## config.mk

```make
export PLATFORM = sky130hd
export DESIGN_NAME = key_conditioner
export DESIGN_NICKNAME = d
export VERILOG_FILES = /design/src/rtl/key_conditioner.sv
export SDC_FILE = /design/constraint.sdc
export NUM_CORES = 1
export LEC_CHECK = 0
export BUFFER_PORTS_ARGS = -buffer_cell sky130_fd_sc_hd__buf_2
export CORE_MARGIN = 10
export CORE_UTILIZATION = 55
export CTS_CLUSTER_DIAMETER = 50
export DETAILED_ROUTE_END_ITERATION = 7
export GPL_TIMING_DRIVEN = 1
export PLACE_DENSITY = 0.76
export SYNTH_ARGS = -nofsm -noshare
export SYNTH_HDL_FRONTEND = slang
export SYNTH_SLANG_ARGS = --single-unit
```

## constraint.sdc

```tcl
create_clock -name CLOCK_50 -period 1.9 [get_ports CLOCK_50]
set_clock_uncertainty 0.05 [all_clocks]
set_input_delay 0.19 -clock CLOCK_50 [delete_from_list [all_inputs] [get_ports CLOCK_50]]
set_output_delay 0.19 -clock CLOCK_50 [all_outputs]
set_load 0.005 [all_outputs]
```

## src/rtl/key_conditioner.sv

```systemverilog
// Two-key pushbutton conditioner: per-key synchronizer and debounce FSM, a one-cycle
// step pulse on KEY[0] press, a debounced load level from KEY[1], and a press counter.
module key_conditioner #(
  parameter int DEBOUNCE_CYCLES = 500000
) (
  input  logic       CLOCK_50,
  input  logic       RST,
  input  logic [1:0] KEY,
  output logic       step_o,
  output logic       load_n_o,
  output logic [9:0] press_cnt_o,
  output logic       busy_o
);

  localparam int CNT_W = $clog2(DEBOUNCE_CYCLES);
  localparam logic [CNT_W-1:0] CNT_LAST = CNT_W'(DEBOUNCE_CYCLES - 1);

  typedef enum logic [1:0] {
    STABLE_HI = 2'd0,
    COUNT_LO  = 2'd1,
    STABLE_LO = 2'd2,
    COUNT_HI  = 2'd3
  } key_state_t;

  logic [1:0]       sync1_r;
  logic [1:0]       sync2_r;
  key_state_t       state_r [2];
  key_state_t       state_s [2];
  logic [CNT_W-1:0] cnt_r   [2];
  logic [CNT_W-1:0] cnt_s   [2];
  logic [1:0]       lvl_r;
  logic [1:0]       lvl_s;
  logic [1:0]       fall_s;
  logic             step_r;
  logic [9:0]       press_cnt_r;

  // Two-flop synchronizers for the raw asynchronous keys
  always_ff @(posedge CLOCK_50 or posedge RST) begin
    if (RST) begin
      sync1_r <= 2'b11;
      sync2_r <= 2'b11;
    end else begin
      sync1_r <= KEY;
      sync2_r <= sync1_r;
    end
  end

  // Next-state, counter and debounced-level decode for both key FSMs
  always_comb begin
    for (int k = 0; k < 2; k++) begin
      state_s[k] = state_r[k];
      cnt_s[k]   = cnt_r[k];
      lvl_s[k]   = lvl_r[k];
      case (state_r[k])
        STABLE_HI: begin
          if (!sync2_r[k]) begin
            state_s[k] = COUNT_LO;
            cnt_s[k]   = '0;
          end else begin
            state_s[k] = STABLE_HI;
          end
        end
        COUNT_LO: begin
          if (sync2_r[k]) begin
            state_s[k] = STABLE_HI;
            cnt_s[k]   = '0;
          end else if (cnt_r[k] == CNT_LAST) begin
            state_s[k] = STABLE_LO;
            cnt_s[k]   = '0;
            lvl_s[k]   = 1'b0;
          end else begin
            cnt_s[k] = cnt_r[k] + CNT_W'(1);
          end
        end
        STABLE_LO: begin
          if (sync2_r[k]) begin
            state_s[k] = COUNT_HI;
            cnt_s[k]   = '0;
          end else begin
            state_s[k] = STABLE_LO;
          end
        end
        COUNT_HI: begin
          if (!sync2_r[k]) begin
            state_s[k] = STABLE_LO;
            cnt_s[k]   = '0;
          end else if (cnt_r[k] == CNT_LAST) begin
            state_s[k] = STABLE_HI;
            cnt_s[k]   = '0;
            lvl_s[k]   = 1'b1;
          end else begin
            cnt_s[k] = cnt_r[k] + CNT_W'(1);
          end
        end
        default: begin
          state_s[k] = STABLE_HI;
          cnt_s[k]   = '0;
          lvl_s[k]   = 1'b1;
        end
      endcase
    end
  end

  // FSM state, counter and debounced-level registers
  always_ff @(posedge CLOCK_50 or posedge RST) begin
    if (RST) begin
      for (int k = 0; k < 2; k++) begin
        state_r[k] <= STABLE_HI;
        cnt_r[k]   <= '0;
      end
      lvl_r <= 2'b11;
    end else begin
      for (int k = 0; k < 2; k++) begin
        state_r[k] <= state_s[k];
        cnt_r[k]   <= cnt_s[k];
      end
      lvl_r <= lvl_s;
    end
  end

  // A press is the edge where the debounced level goes high to low
  assign fall_s = lvl_r & ~lvl_s;

  // Step pulse and press counter; a load press clears before the same-edge step counts
  always_ff @(posedge CLOCK_50 or posedge RST) begin
    if (RST) begin
      step_r      <= 1'b0;
      press_cnt_r <= 10'd0;
    end else begin
      step_r <= fall_s[0];
      if (fall_s[1]) begin
        press_cnt_r <= fall_s[0] ? 10'd1 : 10'd0;
      end else if (fall_s[0]) begin
        press_cnt_r <= press_cnt_r + 10'd1;
      end else begin
        press_cnt_r <= press_cnt_r;
      end
    end
  end

  assign step_o      = step_r;
  assign load_n_o    = lvl_r[1];
  assign press_cnt_o = press_cnt_r;
  assign busy_o      = (state_r[0] == COUNT_LO) || (state_r[0] == COUNT_HI) ||
                       (state_r[1] == COUNT_LO) || (state_r[1] == COUNT_HI);

endmodule

```

# == Yosys cells after proc, flatten, opt, wreduce, memory -nomap -nowiden ==
# Cells that the tools add are included.
# totals
register_bits,59
input_bits,4
out_inout_bits,13
wordCells,79
# classes
addsub,3
n_eq_ne,16
mux,39
n_bitwise,2
reduce_logical,10
# ops
operator,n
19-bit two-way mux,10
19-bit case mux with 4 select lines,2
19-bit by 1-bit adder with 19-bit output (second input constant),2
19-bit equality test (second input constant),2
10-bit two-way mux,2
2-bit two-way mux,8
2-bit case mux with 4 select lines,2
1-bit two-way mux,13
3-bit inequality test (second input constant),4
10-bit by 1-bit adder with 10-bit output (second input constant),1
2-bit equality test (second input constant),4
2-bit inequality test (second input constant),4
2-bit AND reduction,4
2-bit by 1-bit equality test with 1-bit output (second input constant),2
2-bit logical NOT,2
1-bit case mux with 2 select lines,2
1-bit logical OR,3
2-bit bitwise AND,1
2-bit inverter,1
2-bit nonzero test,1

# == Longest topological paths before layout ==
# depth
ltp_word,8
depth_mapped,7
ltp_nobuf,6

# == Least setup slack after synthesis ==
# No wires, ideal clock.
# synth_timing
kind,register to register
from,register cnt_r[19] (netlist bit)
to,register press_cnt_r[3] (netlist: press_cnt_o[3])
arrival_ns,1.810
required_time_ns,1.721
slack_ns,-0.089
stages_incl_launch_ff,8
n_path_buf,1
period_less_slack_ns,1.989
cell_sequence,dfrtp_1 > ha_1 > nand2_2 > or4_1 > buf_6 > nor4_4 > xnor2_1 > nor2_2
# synth_via
elab_chain_len,7
# synth_lines
item,line_no,rtl
start: declaration,29,logic [CNT_W-1:0] cnt_r [2];
start signal: indexed assignment,115,cnt_r[k] <= cnt_s[k];
19-bit equality test (*),"67, 87",
1-bit two-way mux (on tied branches),"87, 67",
1-bit two-way mux (on tied branches),"84, 64",
1-bit case mux with 2 select lines (*),54,case (state_r[k])
2-bit inverter (*),122,assign fall_s = lvl_r & ~lvl_s;
2-bit bitwise AND (*),122,
2-bit nonzero test (no line) (*),-,
end signal: assignment,132,press_cnt_r <= fall_s[0] ? 10'd1 : 10'd0;
end signal: assignment,134,press_cnt_r <= press_cnt_r + 10'd1;
end signal: assignment,136,press_cnt_r <= press_cnt_r;
end: declaration,35,logic [9:0] press_cnt_r;
# Every way passes the cells marked *; elsewhere a longest branch is shown, timed or not.
# A chain may end at the register's enable or synchronous reset.

# == Worst setup path in the final report ==
# layout_timing
from,register cnt_r[33] (netlist bit)
to,register press_cnt_r[1] (netlist: press_cnt_o[1])
# layout_via
elab_chain_len,7
# layout_lines
item,line_no,rtl
19-bit equality test (*),"67, 87",
1-bit two-way mux (on tied branches),"87, 67",
1-bit two-way mux (on tied branches),"84, 64",
1-bit case mux with 2 select lines (*),54,
2-bit inverter (*),122,
2-bit bitwise AND (*),122,
net fall_s[0],33,logic [1:0] fall_s;
2-bit nonzero test (no line) (*),-,
# The timed path passes the listed nets; every way through them passes the cells marked *.

==> impl_metrics.json <==
{
  "clkSinkCount": 59,
  "p_clk_frac": 0.403,
  "cts_root_buf": "sky130_fd_sc_hd__clkbuf_8",
  "route.detailed.drc": 0,
  "arrival_ns": 2.04,
  "critPathRequiredTime_ns": 2.06,
  "die-area_sq_um": 8930,
  "final_cells": 454,
  "final_cell_area_sq_um": 3800,
  "min_period_ns": 1.88,
  "floorplan.core_area_sq_um": 5440,
  "synth-simple-area-share": 0.277,
  "status": "finished, final reports clean",
  "layout_commonest_cell": "sky130_fd_sc_hd__dfrtp_1",
  "dp_slack_ns": -0.0126,
  "route.detailed.wl_per_inst_um": 14.1,
  "place_inst": 433,
  "synthesis.instances": 317,
  "crit_path_end_kind": "register",
  "worstHoldPathCells": 0,
  "power.sequential.fraction": 0.546,
  "die-height_um": 94.5,
  "grt_max_degree": 25,
  "yosys_warnings": 0,
  "worst_max_slew_pin_slew_ns": 0.502,
  "diodes": 0,
  "max-vdd-ir-drop_v": 0.000435,
  "io_buffer_count": 16,
  "drt_pass1_iterations": 5,
  "timing.setup.critical_path_class": "register to register",
  "routed_wl_um": 6420,
  "ant_nets": 0,
  "timing.final.setup_violations": 0,
  "wire_length_of_the_first_global_routing_pass_um": 10500,
  "reg2reg_depth": 6,
  "power_density_nw_per_um2": 621,
  "crit_path_cell_trace": "nand4b_1 -> or4_4 -> buf_6 -> nor3_4 -> mux2i_1 -> nor2_1",
  "ys_seq_area_frac": 0.486,
  "synthDistinctLibCells": 52,
  "synthFlopType": "sky130_fd_sc_hd__dfrtp_1",
  "worst_rel_slew_slack": 0.664,
  "ys_async_sr_fraction": 1.00,
  "worstReg2RegEnd": "press_cnt_o[1]$_DFFE_PP0P_",
  "regToRegSetupSlack_ns": 0.02,
  "drive_above_1_share": 0.275,
  "drt_iter0_drc": 142,
  "cts_max_path_buffers": 2,
  "place_area_sq_um": 3500,
  "num_rows": 27,
  "report.final.hold_viol_count": 0,
  "synth_area_per_cell_sq_um": 9.62,
  "synth_top_family_by_area": "simple AND/OR/NAND/NOR gates",
  "hold_ep": "sync2_r[1]$_DFF_PP1_",
  "cp-start-kind": "register",
  "utilization": 0.699,
  "synthMuxAreaShare": 0.0139,
  "gp_congestion": 0.871,
  "cap_viol_max_count": 0,
  "switching_power_mw": 0.546,
  "cp.buffers_inverters": 1,
  "place.detailed.hpwl_um": 4520,
  "worst_hold_path_type": "register to register",
  "yosys.area_share.adder": 0.0123,
  "switching_share": 0.231,
  "pwr-share-comb": 0.051,
  "layout_worst_path_cycle_share": 0.989,
  "cts-htree-levels": 3,
  "syn_to_final_growth_pct": 24.7,
  "timing.rr.start": "cnt_r[33]$_DFFE_PP0P_",
  "grt_usage": 0.146,
  "fmax_mhz": 532,
  "largest_fanout_on_the_critical_path": 6,
  "finish.net_count": 385,
  "cts-buffers-inserted": 9,
  "synth.ff_latch_count": 59,
  "hold_path.startpoint": "sync1_r[1]$_DFF_PP1_",
  "pin_count": 17,
  "globalRoute.totalOverflow": 0,
  "synth-compound-area-share": 0.0742,
  "setup-tns-final_ns": 0,
  "internal_power_mw": 1.82,
  "initial_core_utilization": 0.561,
  "clk_transition_reported_paths_ns": 0.07,
  "slew_violations": 0,
  "critical_path.top_delay_family": "simple AND/OR/NAND/NOR gates",
  "number_of_global_route_vias_before_repair": 2278,
  "static_leakage_power_nw": 1.69,
  "critical_path.max_stage_delay_ns": 0.52,
  "post_synthesis_net_count": 324,
  "synth_enable_flop_cells": 0,
  "fin_hold_ws_ns": 0.315,
  "total_power_mw": 2.36,
  "insertion_delay_ns": 0.33,
  "setup_repair_after_global_routing_missed_its_margin": "yes",
  "synth-xor-area-share": 0.106,
  "mappedNetlistArea_sq_um": 3050,
  "worst_slack_ns": 0.0203,
  "cpMaxStageDelayCell": "sky130_fd_sc_hd__or4_4",
  "layout_common_cells": "53 x sky130_fd_sc_hd__dfrtp_1, 45 x sky130_fd_sc_hd__nor2_1, 33 x sky130_fd_sc_hd__buf_4, 30 x sky130_fd_sc_hd__xnor2_1, 25 x sky130_fd_sc_hd__nand2_1",
  "avgViaCountPerCell": 5.44,
  "vias": 2468,
  "fp.dieW_um": 94.5,
  "cts_tree": "built",
  "antenna_violations_before_repair": 0
}
==> synth_stat cells (4+ instances only) <==
cell type                  number  area share
sky130_fd_sc_hd__a21oi_1        6      0.0098
sky130_fd_sc_hd__and3_1         5       0.010
sky130_fd_sc_hd__clkbuf_1       4      0.0049
sky130_fd_sc_hd__dfrtp_1       53        0.43
sky130_fd_sc_hd__dfstp_2        6       0.052
sky130_fd_sc_hd__inv_1         12       0.015
sky130_fd_sc_hd__nand2_1       27       0.033
sky130_fd_sc_hd__nand3_1       23       0.038
sky130_fd_sc_hd__nand4_1       12       0.025
sky130_fd_sc_hd__nor2_1        49       0.060
sky130_fd_sc_hd__nor3_1        10       0.016
sky130_fd_sc_hd__o21ai_0        9       0.015
sky130_fd_sc_hd__xnor2_1       30       0.086
sky130_fd_sc_hd__xor2_1         7       0.020
==> timing repair <==
action,4_1_cts,5_1_grt
hold buffers,3,0
setup buffers,0,3
gates resized for setup,1,21
cloned,0,0
pin swaps,0,6
endpoints found under the setup margin,1,40
hold endpoints to repair,17,0
==> cell type report <==
type,count,area [sq um]
multi-input combinational,238,1600
tap,72,90.1
inverter,13,48.8
clock inverter,3,15.0
clock buffer,12,145
sequential,59,1480
timing repair buffer,57,423
fill,398,1640
==> power by group through the flow <==
stage	combinational [mW]	clock [mW]	sequential, mW
2_1_floorplan	0.0714	0	1.31
3_3_place_gp	0.108	0	1.31
3_5_place_dp	0.110	0	1.31
4_1_cts	0.116	0.978	1.29
5_1_grt	0.134	1.05	1.29
6_report	0.120	0.952	1.29
==> cells by family (layout without fill, tap and decap cells) <==
kind of cell | Yosys count | in the layout
muxes | 4 | 4
adders and majority gates | 3 | 3
and+or+nand+nor | 159 | 159
AOI/OAI and AO/OA | 35 | 35
buffers and inverters | 20 | 85
xor gates and xnor gates | 37 | 37
DFF | 59 | 59
==> how the worst max path moves through the flow <==
stage / endpoint / depth (start not counted) / slack (ns) / start
final: press_cnt_o[1]$_DFFE_PP0P_ / 6 / 0.02 / cnt_r[33]$_DFFE_PP0P_
after global placement: press_cnt_o[6]$_DFFE_PP0P_ / 6 / 0.02 / cnt_r[33]$_DFFE_PP0P_
after CTS: press_cnt_o[6]$_DFFE_PP0P_ / 6 / 0.004 / cnt_r[33]$_DFFE_PP0P_
after detailed placement: press_cnt_o[6]$_DFFE_PP0P_ / 6 / -0.01 / cnt_r[33]$_DFFE_PP0P_
after global routing: press_cnt_o[1]$_DFFE_PP0P_ / 7 / -0.06 / cnt_r[6]$_DFFE_PP0P_
after floorplan: press_cnt_o[1]$_DFFE_PP0P_ / 6 / -0.02 / cnt_r[33]$_DFFE_PP0P_
==> state kept, by name (all words and copies together) (netlist names), named ones only <==
register / cells
cnt_r: 38
lvl_r: 2
press_cnt_o: 10
state_r: 2
step_o: 1
sync1_r: 2
sync2_r: 2
==> metal layers <==
| metal | vias up | share of wire | GRT usage |
|---|---|---|---|
| met1 | 1191 | 0.47 | 0.192 |
| li1 | 1228 | - | - |
| met5 | - | 0 | 0 |
| met2 | 47 | 0.48 | 0.223 |
| met3 | 2 | 0.048 | 0.0460 |
| met4 | 0 | 0.0048 | 0.0486 |
No activity file was read; power rests on OpenSTA's default activity.
